==> src/rtl/shift8_tx.sv <==
// Serialiser for the shift-register link: takes a word over valid/ready and shifts it out
// one bit per clock, then inserts a programmable 0-3 cycle idle gap.
module shift8_tx #(
  parameter int unsigned DATA_W = 8
) (
  input  logic              clk,
  input  logic              rst,
  input  logic [DATA_W-1:0] d,
  input  logic              d_valid,
  output logic              d_ready,
  input  logic [1:0]        gap,
  input  logic              msb_first,
  output logic              sout,
  output logic              sout_valid,
  output logic              busy
);

  localparam int unsigned CntW = $clog2(DATA_W);
  localparam logic [CntW-1:0] LastBit = CntW'(DATA_W - 1);

  typedef enum logic [1:0] {
    StIdle,
    StShift,
    StGap
  } state_e;

  state_e            state_q, state_d;
  logic [DATA_W-1:0] shreg_q, shreg_d;
  logic [CntW-1:0]   cnt_q, cnt_d;
  logic [1:0]        gap_l_q, gap_l_d;
  logic [1:0]        gap_cnt_q, gap_cnt_d;
  logic              dir_q, dir_d;

  always_ff @(posedge clk or posedge rst) begin
    if (rst) begin
      state_q   <= StIdle;
      shreg_q   <= '0;
      cnt_q     <= '0;
      gap_l_q   <= '0;
      gap_cnt_q <= '0;
      dir_q     <= 1'b0;
    end else begin
      state_q   <= state_d;
      shreg_q   <= shreg_d;
      cnt_q     <= cnt_d;
      gap_l_q   <= gap_l_d;
      gap_cnt_q <= gap_cnt_d;
      dir_q     <= dir_d;
    end
  end

  always_comb begin
    state_d   = state_q;
    shreg_d   = shreg_q;
    cnt_d     = cnt_q;
    gap_l_d   = gap_l_q;
    gap_cnt_d = gap_cnt_q;
    dir_d     = dir_q;
    unique case (state_q)
      StIdle: begin
        if (d_valid) begin
          shreg_d = d;
          gap_l_d = gap;
          dir_d   = msb_first;
          cnt_d   = '0;
          state_d = StShift;
        end
      end
      StShift: begin
        // Shift toward whichever end drives sout; vacated bits fill with zero.
        shreg_d = dir_q ? (shreg_q << 1) : (shreg_q >> 1);
        cnt_d   = cnt_q + 1'b1;
        if (cnt_q == LastBit) begin
          if (gap_l_q != 2'd0) begin
            gap_cnt_d = gap_l_q;
            state_d   = StGap;
          end else begin
            state_d = StIdle;
          end
        end
      end
      StGap: begin
        gap_cnt_d = gap_cnt_q - 1'b1;
        if (gap_cnt_q == 2'd1) begin
          state_d = StIdle;
        end
      end
      default: state_d = StIdle;
    endcase
  end

  // d_ready is held low for as long as reset is asserted, not just until the next edge.
  assign d_ready    = (state_q == StIdle) && !rst;
  assign sout_valid = (state_q == StShift);
  assign busy       = (state_q != StIdle);
  assign sout       = sout_valid & (dir_q ? shreg_q[DATA_W-1] : shreg_q[0]);

endmodule
==> config.mk <==
export PLATFORM = sky130hd
export DESIGN_NAME = shift8_tx
export DESIGN_NICKNAME = d
export VERILOG_FILES = /design/src/rtl/shift8_tx.sv
export SDC_FILE = /design/constraint.sdc
export NUM_CORES = 1
export LEC_CHECK = 0
export ABC_CLOCK_PERIOD_IN_PS = 1200
export BUFFER_PORTS_ARGS = -buffer_cell sky130_fd_sc_hd__buf_2
export CORE_AREA = 2 2 44 56
export DETAILED_ROUTE_END_ITERATION = 12
export DIE_AREA = 0 0 46 58
export PLACE_DENSITY = 0.68
export SYNTH_ARGS = -nofsm -noshare
export SYNTH_HDL_FRONTEND = slang
export SYNTH_SLANG_ARGS = --single-unit
==> constraint.sdc <==
create_clock -name clk -period 1.2 [get_ports clk]
set_input_delay 0.24 -clock clk [delete_from_list [all_inputs] [get_ports clk]]
set_output_delay 0.24 -clock clk [all_outputs]
set_load 0.05 [all_outputs]
==> key figures, run 1 <==
Run status
  • Run status: finished, violations left
  • Failing checks: setup timing

Synth
  • Most frequent cell after synthesis: dfrtp_1
  • Seq cells post-synth: 18
  • Post-Syn Nets: 113
  • Post-synth EDFFs: 0
  • Yosys Warn Count: 0
  • Top cell type by total area after synthesis: dfrtp_1
  • Synthesized area: 970 um^2
  • Ranking of synthesized cells by area: dfrtp_1 46%, a211oi_1 5.4%, o31ai_1 5.4%
  • Synth top area share: 46.5%
  • Synth cell count leaders: 18 x dfrtp_1, 11 x nand2_1, 9 x nor2_1
  • Synth cell types: 30
  • Mapped Cells: 96
  • Synth Flop Type: dfrtp_1
  • Post-synthesis sequential area ratio: 46.5%
  • Mean Syn Cell Area: 10.1 um^2
  • Ys async rst share: 100%

Flow run
  • # Max-Cap Violations: 0

Routing
  • Antenna-violating nets left: 0
  • Vias/cell: 5.80
  • DRT iter0 DRCs: 18
  • Residual DRC count: 0
  • Final wirelength: 2.82 mm
  • Pre-antenna DRT Iters: 6
  • Avg WL per Cell: 17.8 um
  • Via count: 922

Critical path
  • Arrival @ worst endpoint: 1.24 ns
  • RR Endpoint: gap_l_q[0]$_DFFE_PP0P_
  • Reg2reg setup slack: -0.20 ns
  • Reg2Reg Launch Point: state_q[1]$_DFFE_PP0P_
  • WP data required: 0.96 ns
  • Crit path capture type: primary output
  • Crit Path Category: flop to primary output
  • Worst Reg-to-Reg Cells: 4
  • Worst Path Max Fanout: 4
  • Critical path launch point type: flop

Layout
  • Post-layout util: 75.3%
  • Final #Nets: 156
  • Filler cell count: 134
  • FF+latch area: 452 um^2
  • Fraction of layout cells with a size suffix above 1: 59.4%
  • Area Overhead vs Synth: 66.1%
  • # diodes: 0
  • Area of the multi-input gates: 663 um^2

Clock tree
  • CTS clock-pin slew for the worst setup and hold paths: 0.11 ns
  • Clock root cell: clkbuf_4
  • Worst-skew pair later-pin latency: 0.29 ns
  • Clk buf depth: 2
  • Num Clock Sinks: 18
  • CTS tree: done
  • CTS buffer count: 3
  • H-tree Lvls: 1

Placement
  • Routability cong.: 0.764
  • Final HPWL from detailed placement: 1.55 mm
  • Buffers added on ports: 17
  • Placement Setup Slack: -0.110 ns

Timing
  • Final hold vios: 0
  • Unrepaired setup endpoints after global routing: yes
  • Rel. slew slack: 83.4%
  • Fmax: 677 MHz
  • PnR worst setup slack: -0.278 ns
  • Final Max Slew Viols: 0
  • Tcrit/Tclk final: 123%
  • Post-layout min period: 1.48 ns
  • # setup viols final: 22
  • Worst-Margin Slew: 0.248 ns
  • Worst Skew: 0.00494 ns
  • Worst hold slack: 0.180 ns

Floorplanning
  • Die H: 58 um
  • Die ar.: 2670 um^2
  • Die width: 46 um
  • # rows: 19
  • Core footprint: 2140 um^2
  • I/O Pins: 18
  • Initial core utilization: 45.3%

Global route
  • Largest net degree at the start of global routing: 20
  • Grt total ovfl: 0
  • Initial antenna violation count: 0
  • Vias in the first global route: 851
  • First-pass GRT wire length: 4.00 mm
  • Tot GR Track Use: 20.5%

Power and ir drop
  • Static Leak: 0.720 nW
  • Power Dens Cells: 2880 nW/um^2
  • VDD IR max: 1650 uV

Worst hold path
  • Hold Crit Depth: 2
  • HP Class: input port to flop
  • Hold Startpoint: gap[1]
  • Hold Crit Endpoint: gap_l_q[1]$_DFFE_PP0P_
## placed cells by master, fill, tap and decap left out, types with 4 or more instances in the layout
cell type / netlist / routed
inv_1: 4 / 4
a211oi_2: 0 / 5
dfrtp_1: 18 / 17
nand2_1: 11 / 7
buf_2: 0 / 13
nor2b_1: 6 / 4
o31ai_2: 0 / 4
nor2_1: 9 / 6
buf_6: 1 / 11
buf_4: 3 / 10
## metrics by stage
stage	power (mW)	cells	cell area (um^2)	setup TNS (ns)
3_3_place_gp	2.85	141	1160	-0.603
4_1_cts	3.91	151	1390	-1.84
3_5_place_dp	2.92	141	1160	-1.16
2_1_floorplan	2.42	96	991	-0.386
6_report	4.64	159	1610	-3.62
5_1_grt	4.91	159	1610	-4.42
## how the worst max path moves through the flow
stage	start	to	slack [ns]	depth (start not counted)
floorplan	state_q[0]$_DFFE_PP0P_	dir_q$_DFFE_PP0P_	-0.10	3
global placement	state_q[0]$_DFFE_PP0P_	dir_q$_DFFE_PP0P_	-0.08	3
detailed placement	state_q[0]$_DFFE_PP0P_	gap_l_q[0]$_DFFE_PP0P_	-0.11	3
CTS	state_q[1]$_DFFE_PP0P_	d_ready	-0.28	3
global route	state_q[1]$_DFFE_PP0P_	d_ready	-0.32	3
finish	state_q[1]$_DFFE_PP0P_	d_ready	-0.28	3
## power breakdown
part / internal (mW) / switching (mW) / leakage (nW)
clock: 0.185 / 0.187 / 0.0210
combinational: 1.65 / 1.38 / 0.483
sequential: 0.912 / 0.325 / 0.216
## cell families after synthesis
kind of cell / synth area share [%]
buffers and inverters: 5.42
muxes: 5.55
adders and majority gates: 3.87
and+or+nand+nor: 18.6
AOI/OAI and AO/OA: 19.2
xor gates and xnor gates: 0.903
DFF: 46.5
## layout make-up
cell class	instances	area share [%]
clock buffers	4	2.25
inverters	5	1.48
well taps	21	1.63
flip-flops and latches	18	28.0
multi-input cells	69	41.2
repair buffers	42	25.4
## worst max-delay path, cell delays in order, from the launching register on
cell and delay (ns):
dfrtp_1 0.43, or2_4 0.27, nor2_4 0.10, buf_8 0.15
## timing repair
action                                 4_1_cts  5_1_grt
setup endpoints to repair                   20       21
gates cloned                                 0        2
pin swaps                                   14       15
setup buffers                                6        7
gates resized for setup                     36       34
hold buffers                                 1        0
endpoints found under the hold margin       18        0
## routing by layer
layer / vias to the layer above / GRT usage, % / wire length [um]
met2: 14 / 35.3 / 1620
met3: 2 / 1.87 / 48
met5: - / 0 / 0
met4: 0 / 4.90 / 16
li1: 428 / - / -
met1: 478 / 27.0 / 1140
## flip-flops by register name, summed over array words and instances (netlist names)
register and count:
gap_l_q 2, dir_q 1, shreg_q 8, state_q 2, gap_cnt_q 2, cnt_q 3
No activity file was read; power rests on OpenSTA's default activity.
==> run 2: changes to the inputs <==
==> config.mk (replaced) <==
export PLATFORM = sky130hd
export DESIGN_NAME = shift8_tx
export DESIGN_NICKNAME = d
export VERILOG_FILES = /design/src/rtl/shift8_tx.sv
export SDC_FILE = /design/constraint.sdc
export NUM_CORES = 1
export LEC_CHECK = 0
export ABC_CLOCK_PERIOD_IN_PS = 1850
export BUFFER_PORTS_ARGS = -buffer_cell sky130_fd_sc_hd__buf_2
export CORE_AREA = 2 2 40 52
export DETAILED_ROUTE_END_ITERATION = 12
export DIE_AREA = 0 0 42 54
export PLACE_DENSITY = 0.76
export SYNTH_ARGS = -nofsm -noshare
export SYNTH_HDL_FRONTEND = slang
export SYNTH_SLANG_ARGS = --single-unit
==> constraint.sdc (replaced) <==
create_clock -name clk -period 1.85 [get_ports clk]
set_input_delay 0.37 -clock clk [delete_from_list [all_inputs] [get_ports clk]]
set_output_delay 0.37 -clock clk [all_outputs]
set_load 0.05 [all_outputs]
==> run 2 against run 1 <==
Against the previous run:
- the run now ends clean
- first-iteration DRC count decreased by 56%
- hold slack lost 0.00069 ns
- core utilization decreased by 14 points
- clock skew up 0.0082 ns
- wire length shrank 35%
- sequential share of layout area is 12 points higher
- flip-flop and latch count stayed put
- global-route usage decreased by 3.0 points
- count of clock-buffer cells in the layout stayed put
- die area down 15%
- non-clock buffer count decreased by 22
- critical path type unchanged
==> key figures, run 2 (synthesis results as in run 1) <==
Critical path
  • Crit Path Category: flop to primary output
  • Worst Path Max Fanout: 5 (+1)
  • WP data required: 1.48 ns (+0.52 ns)
  • Critical path launch point type: flop
  • Arrival @ worst endpoint: 1.41 ns (+0.17 ns)
  • Crit path capture type: primary output

Timing
  • Rel. slew slack: 53.9% (-30 points)
  • Worst Skew: 0.0131 ns (+0.00816 ns)
  • Final hold vios: 0 (unchanged)
  • Tcrit/Tclk final: 96.2%
  • Fmax: 562 MHz
  • Final Max Slew Viols: 0 (unchanged)
  • Worst-Margin Slew: 0.691 ns (+0.443 ns)
  • Unrepaired setup endpoints after global routing: no
  • Post-layout min period: 1.78 ns
  • # setup viols final: 0 (-100%)
  • PnR worst setup slack: 0.0701 ns (+0.348 ns)
  • Post-Route Setup TNS: 0 ns (+3.62 ns)

Power and ir drop
  • Power Dens Cells: 1770 nW/um^2 (-39%)
  • VDD IR max: 833 uV (-50%)
  • Static Leak: 0.513 nW (-29%)

Floorplanning
  • Core footprint: 1820 um^2 (-15%)
  • Initial core utilization: 53.2% (+7.8 points)
  • I/O Pins: 18 (unchanged)
  • # rows: 18 (-1)
  • Die width: 42 um (-8.7%)
  • Die ar.: 2270 um^2 (-15%)
  • Die H: 54 um (-6.9%)

Placement
  • Routability cong.: 0.747 (-2.1%)
  • Placed cell count: 132 (-6.4%)
  • Final HPWL from detailed placement: 1.42 mm (-8.2%)
  • Buffers added on ports: 17 (unchanged)
  • Area post-placement: 1070 um^2 (-7.7%)
  • Placement Setup Slack: 0.305 ns (+0.415 ns)

Layout
  • # diodes: 0 (unchanged)
  • Biggest regs: shreg_q: 8 flops, cnt_q: 3 flops
  • Final #Nets: 134 (-14%)
  • Most frequent cells in the layout: 18 x dfrtp_1, 16 x buf_2, 11 x nand2_1
  • Max reg flops: 8 (unchanged)
  • Final Non-Filler Cells: 136 (-14%)
  • Most common cell after layout, fill and taps aside: dfrtp_1
  • Fraction of layout cells with a size suffix above 1: 26.7% (-33 points)
  • Filler cell count: 149 (+11%)
  • Post-route cell area: 1110 um^2 (-31%)
  • Largest Register: shreg_q
  • Area Overhead vs Synth: 15.0%

Routing
  • DRT iter0 DRCs: 8 (-10)
  • Antenna-violating nets left: 0 (unchanged)
  • Pre-antenna DRT Iters: 4 (-2)
  • Final wirelength: 1.85 mm (-35%)
  • Avg WL per Cell: 13.6 um (-24%)
  • Vias/cell: 5.53 (-4.6%)
  • Via count: 752 (-18%)
  • Residual DRC count: 0 (unchanged)

Clock tree
  • Worst-skew pair later-pin latency: 0.30 ns (about the same)
  • Post-CTS setup buffers: 0 (-6)
  • Num Clock Sinks: 18 (unchanged)
  • CTS clock-pin slew for the worst setup and hold paths: 0.11 ns (about the same)
  • H-tree Lvls: 1 (unchanged)
  • CTS buffer count: 3 (unchanged)
  • Post-CTS Hold Fix Bufs: 0 (-1)
  • CTS tree: done
  • Clk buf depth: 2 (unchanged)
  • Clock root cell: clkbuf_4

Flow run
  • # Max-Cap Violations: 0 (unchanged)

Global route
  • Tot GR Track Use: 17.5% (-3.0 points)
  • Grt total ovfl: 0 (unchanged)
  • Initial antenna violation count: 0 (unchanged)
  • Vias in the first global route: 690 (-19%)
  • First-pass GRT wire length: 2.97 mm (-26%)
  • Largest net degree at the start of global routing: 20 (unchanged)

Worst hold path
  • HP Class: input port to asynchronous set/reset pin

Run status
  • Run status: finished clean
-- run 2: changes by cell type in the layout (fill, tap and decap cells not counted), sizes merged --
cell,change
buf,-19
clkbuf,-2
clkinv,-1
dlygate4sd3,-1
inv,+1
-- run 2: final timing paths --
kind / startpoint / end / slack [ns] / depth (start not counted)
worst min register to register: cnt_q[0]$_DFFE_PP0P_ / cnt_q[0]$_DFFE_PP0P_ / 0.52 / 1
max in group asynchronous: rst / shreg_q[3]$_DFFE_PP0P_ / 1.22 / 2
worst max register to register: state_q[0]$_DFFE_PP0P_ / dir_q$_DFFE_PP0P_ / 0.48 / 3
min in group clk: gap[1] / gap_l_q[1]$_DFFE_PP0P_ / 0.29 / 2
worst max-delay path: state_q[0]$_DFFE_PP0P_ / d_ready / 0.07 / 3
worst min-delay path: rst / shreg_q[7]$_DFFE_PP0P_ / 0.18 / 2
-- run 2: cell type report --
class | count | area (um^2) | share of cell area, %
clock buffers | 4 | 36.3 | 3.25
flip-flops and latches | 18 | 450 | 40.4
multi-input cells | 69 | 472 | 42.3
well taps | 20 | 25.0 | 2.24
inverters | 5 | 21.3 | 1.91
repair buffers | 20 | 110 | 9.88
-- run 2: timing repair --
item | 4_1_cts | 5_1_grt
gates resized for setup | 1 | 2
setup endpoints to repair | 1 | 2
pin swaps | 0 | 0
-- run 2: per-stage QoR --
step	hold WS [ns]	utilization (%)	total power, mW
floorplan	0.309	-	1.53
global placement	0.489	58.7	1.70
detailed placement	0.494	58.7	1.73
CTS	0.198	60.8	1.97
global route	0.235	61.1	2.12
finish	0.179	61.1	1.97
-- run 2: layer usage --
layer | part of all wire (%) | GRT usage [%] | wire length, um | up-vias
li1 | - | - | - | 381
met1 | 44 | 21.2 | 821 | 350
met2 | 50 | 30.7 | 922 | 17
met3 | 4.3 | 2.68 | 79 | 4
met4 | 1.3 | 8.06 | 24 | 0
met5 | 0 | 0 | 0 | -
-- run 2: worst max-delay path: stages (launching register included) --
cell,delay [ns]
dfrtp_1,0.46
or2_1,0.30
nor2_2,0.09
buf_2,0.26
-- run 2: power by group --
| group | total, mW | switching [mW] | internal (mW) |
|---|---|---|---|
| Combinational | 0.985 | 0.551 | 0.434 |
| Sequential | 0.742 | 0.152 | 0.590 |
| Clock | 0.247 | 0.127 | 0.120 |
==> run 3: changes to the inputs <==
--- a/config.mk
+++ b/config.mk
@@ -5,7 +5,7 @@
 export SDC_FILE = /design/constraint.sdc
 export NUM_CORES = 1
 export LEC_CHECK = 0
-export ABC_CLOCK_PERIOD_IN_PS = 1850
+export ABC_CLOCK_PERIOD_IN_PS = 2200
 export BUFFER_PORTS_ARGS = -buffer_cell sky130_fd_sc_hd__buf_2
 export CORE_AREA = 2 2 40 52
 export DETAILED_ROUTE_END_ITERATION = 12
==> constraint.sdc (replaced) <==
create_clock -name clk -period 2.2 [get_ports clk]
set_input_delay 0.44 -clock clk [delete_from_list [all_inputs] [get_ports clk]]
set_output_delay 0.44 -clock clk [all_outputs]
set_load 0.05 [all_outputs]
==> run 3 against run 2 <==
Against the previous run:
- critical path depth stayed put
- non-clock buffer count is 1 lower
- power is 20% lower
- die area stayed put
- sequential power is 17% lower
- register-to-register slack better by 0.26 ns
- count of clock-buffer cells in the layout is 1 lower
- sequential share of layout area is 1.2 points higher
- combinational power is 18% lower
- critical path type unchanged
- critical endpoint is now sout_valid
- largest cell class unchanged
==> key figures, run 3 (synthesis results as in run 1) <==
Critical path
  • Critical path launch point type: flop
  • Arrival @ worst endpoint: 1.60 ns (+0.19 ns)
  • CP Cell Sequence: nand2b_1 -> inv_2 -> buf_2
  • Critical path buffers and inverters: 2 (+1)
  • Crit Path Category: flop to primary output
  • CP delay by family, top: buffers and inverters
  • Crit path capture type: primary output
  • Max incr delay on CP: 0.43 ns (-0.03 ns)
  • Crit path max-delay cell type: dfrtp_1
  • WP data required: 1.76 ns (+0.28 ns)
  • Worst Path Max Fanout: 11 (+6)

Layout
  • Biggest regs: shreg_q: 8 flops, cnt_q: 3 flops
  • Filler cell count: 185 (+24%)
  • Most common cell after layout, fill and taps aside: dfrtp_1
  • Final #Nets: 133 (-0.75%)
  • Area of the multi-input gates: 467 um^2 (-1.1%)
  • Final Non-Filler Cells: 134 (-1.5%)
  • Most frequent cells in the layout: 18 x dfrtp_1, 17 x buf_2, 11 x nand2_1
  • FF+latch area: 450 um^2 (unchanged)
  • # diodes: 0 (unchanged)
  • Max reg flops: 8 (unchanged)
  • Largest Register: shreg_q
  • Area Overhead vs Synth: 11.7%
  • Fraction of layout cells with a size suffix above 1: 23.7% (-3.0 points)

Clock tree
  • Post-CTS Hold Fix Bufs: 0 (unchanged)
  • CTS buffer count: 3 (unchanged)
  • Clk buf depth: 2 (unchanged)
  • CTS tree: done
  • Num Clock Sinks: 18 (unchanged)
  • CTS clock-pin slew for the worst setup and hold paths: 0.10 ns (about the same)
  • Post-CTS setup buffers: 0 (unchanged)
  • Clock root cell: clkbuf_4
  • Worst-skew pair later-pin latency: 0.29 ns (about the same)
  • Gates resized, CTS repair: 0 (-1)
  • H-tree Lvls: 1 (unchanged)

Run status
  • Run status: finished clean

Global route
  • Initial antenna violation count: 0 (unchanged)
  • Tot GR Track Use: 18.0% (+0.57 points)
  • First-pass GRT wire length: 3.06 mm (+3.0%)
  • Largest net degree at the start of global routing: 20 (unchanged)
  • Grt total ovfl: 0 (unchanged)
  • Vias in the first global route: 729 (+5.7%)

Timing
  • Post-layout min period: 2.04 ns
  • Worst Skew: 0.00958 ns (-0.00352 ns)
  • Post-Route Setup TNS: 0 ns (unchanged)
  • Final Max Slew Viols: 0 (unchanged)
  • Rel. slew slack: 54.6% (+0.72 points)
  • Worst hold slack: 0.240 ns (+0.0608 ns)
  • Fmax: 490 MHz
  • Final hold vios: 0 (unchanged)
  • Tcrit/Tclk final: 92.7%
  • Worst-Margin Slew: 0.680 ns (-0.0108 ns)
  • Unrepaired setup endpoints after global routing: no
  • # setup viols final: 0 (unchanged)

Power and ir drop
  • Total power draw: 1.59 mW (-20%)
  • Static Leak: 0.499 nW (-2.7%)
  • VDD IR max: 739 uV (-11%)
  • Power Dens Cells: 1470 nW/um^2 (-17%)

Floorplanning
  • Die ar.: 2270 um^2 (unchanged)
  • Die H: 54 um (unchanged)
  • I/O Pins: 18 (unchanged)
  • Initial core utilization: 53.2% (unchanged)
  • Core footprint: 1820 um^2 (unchanged)
  • # rows: 18 (unchanged)
  • Die width: 42 um (unchanged)

Placement
  • Routability cong.: 0.764 (+2.2%)
  • Placed cell count: 131 (-0.76%)
  • Buffers added on ports: 17 (unchanged)
  • Final HPWL from detailed placement: 1.39 mm (-2.8%)

Routing
  • Pre-antenna DRT Iters: 2 (-2)
  • Via count: 736 (-2.1%)
  • Final wirelength: 1.83 mm (-0.97%)
  • Vias/cell: 5.49 (-0.67%)
  • DRT iter0 DRCs: 7 (-1)
  • Antenna-violating nets left: 0 (unchanged)
  • Avg WL per Cell: 13.6 um (+0.50%)
  • Residual DRC count: 0 (unchanged)

Worst hold path
  • HP Class: input port to asynchronous set/reset pin

Flow run
  • # Max-Cap Violations: 0 (unchanged)
## run 3: cell count changes in the layout (fill, tap and decap cells not counted), sizes merged
cell	before	now
clkbuf	4	3
buf	20	19
## run 3: path summary, 6_finish.rpt
kind | slack [ns] | to | start | cells after the start
setup / recovery | 0.16 | sout_valid | state_q[1]$_DFFE_PP0P_ | 3
hold / removal | 0.24 | gap_cnt_q[0]$_DFFE_PP0P_ | rst | 2
setup reg to reg | 0.74 | gap_l_q[0]$_DFFE_PP0P_ | state_q[0]$_DFFE_PP0P_ | 4
hold reg to reg | 0.51 | shreg_q[6]$_DFFE_PP0P_ | shreg_q[6]$_DFFE_PP0P_ | 2
max in group asynchronous | 1.52 | shreg_q[2]$_DFFE_PP0P_ | rst | 2
min in group clk | 0.38 | gap_l_q[1]$_DFFE_PP0P_ | gap[1] | 2
## run 3: layout make-up
class                      count  area share [%]
tap                           20            2.31
inverter                       5            1.73
timing repair buffer          19            9.24
clock buffer                   3            2.08
sequential                    18            41.6
multi-input combinational     69            43.1
## run 3: routing by layer
metal | part of all wire (%) | track usage, % | vias to the layer above
li1 | - | - | 378
met1 | 45 | 20.7 | 343
met5 | 0 | 0 | -
met2 | 51 | 34.6 | 13
met4 | 1.2 | 6.45 | 0
met3 | 3.1 | 2.01 | 2
## run 3: power breakdown
group	leakage [nW]	total (mW)	internal (mW)	switching [mW]
clock	0.0138	0.160	0.0637	0.0960
sequential	0.217	0.619	0.496	0.123
combinational	0.268	0.810	0.345	0.465
total	0.499	1.59	0.905	0.684
## run 3: worst register-to-register path, delay by kind of cell, from the launching register on
family | cells | cell delay, ns
buffers and inverters | 1 | 0.18
AND/OR/NAND/NOR | 2 | 0.42
flip-flops | 1 | 0.40
multiplexers | 1 | 0.35
## run 3: metrics by stage
step	setup WS, ns	util, %	area (um^2)
2_1_floorplan	0.165	-	970
6_report	0.160	59.4	1080
5_1_grt	0.0605	59.4	1080
3_5_place_dp	0.477	58.2	1060
4_1_cts	0.155	59.4	1080
3_3_place_gp	0.511	58.2	1060
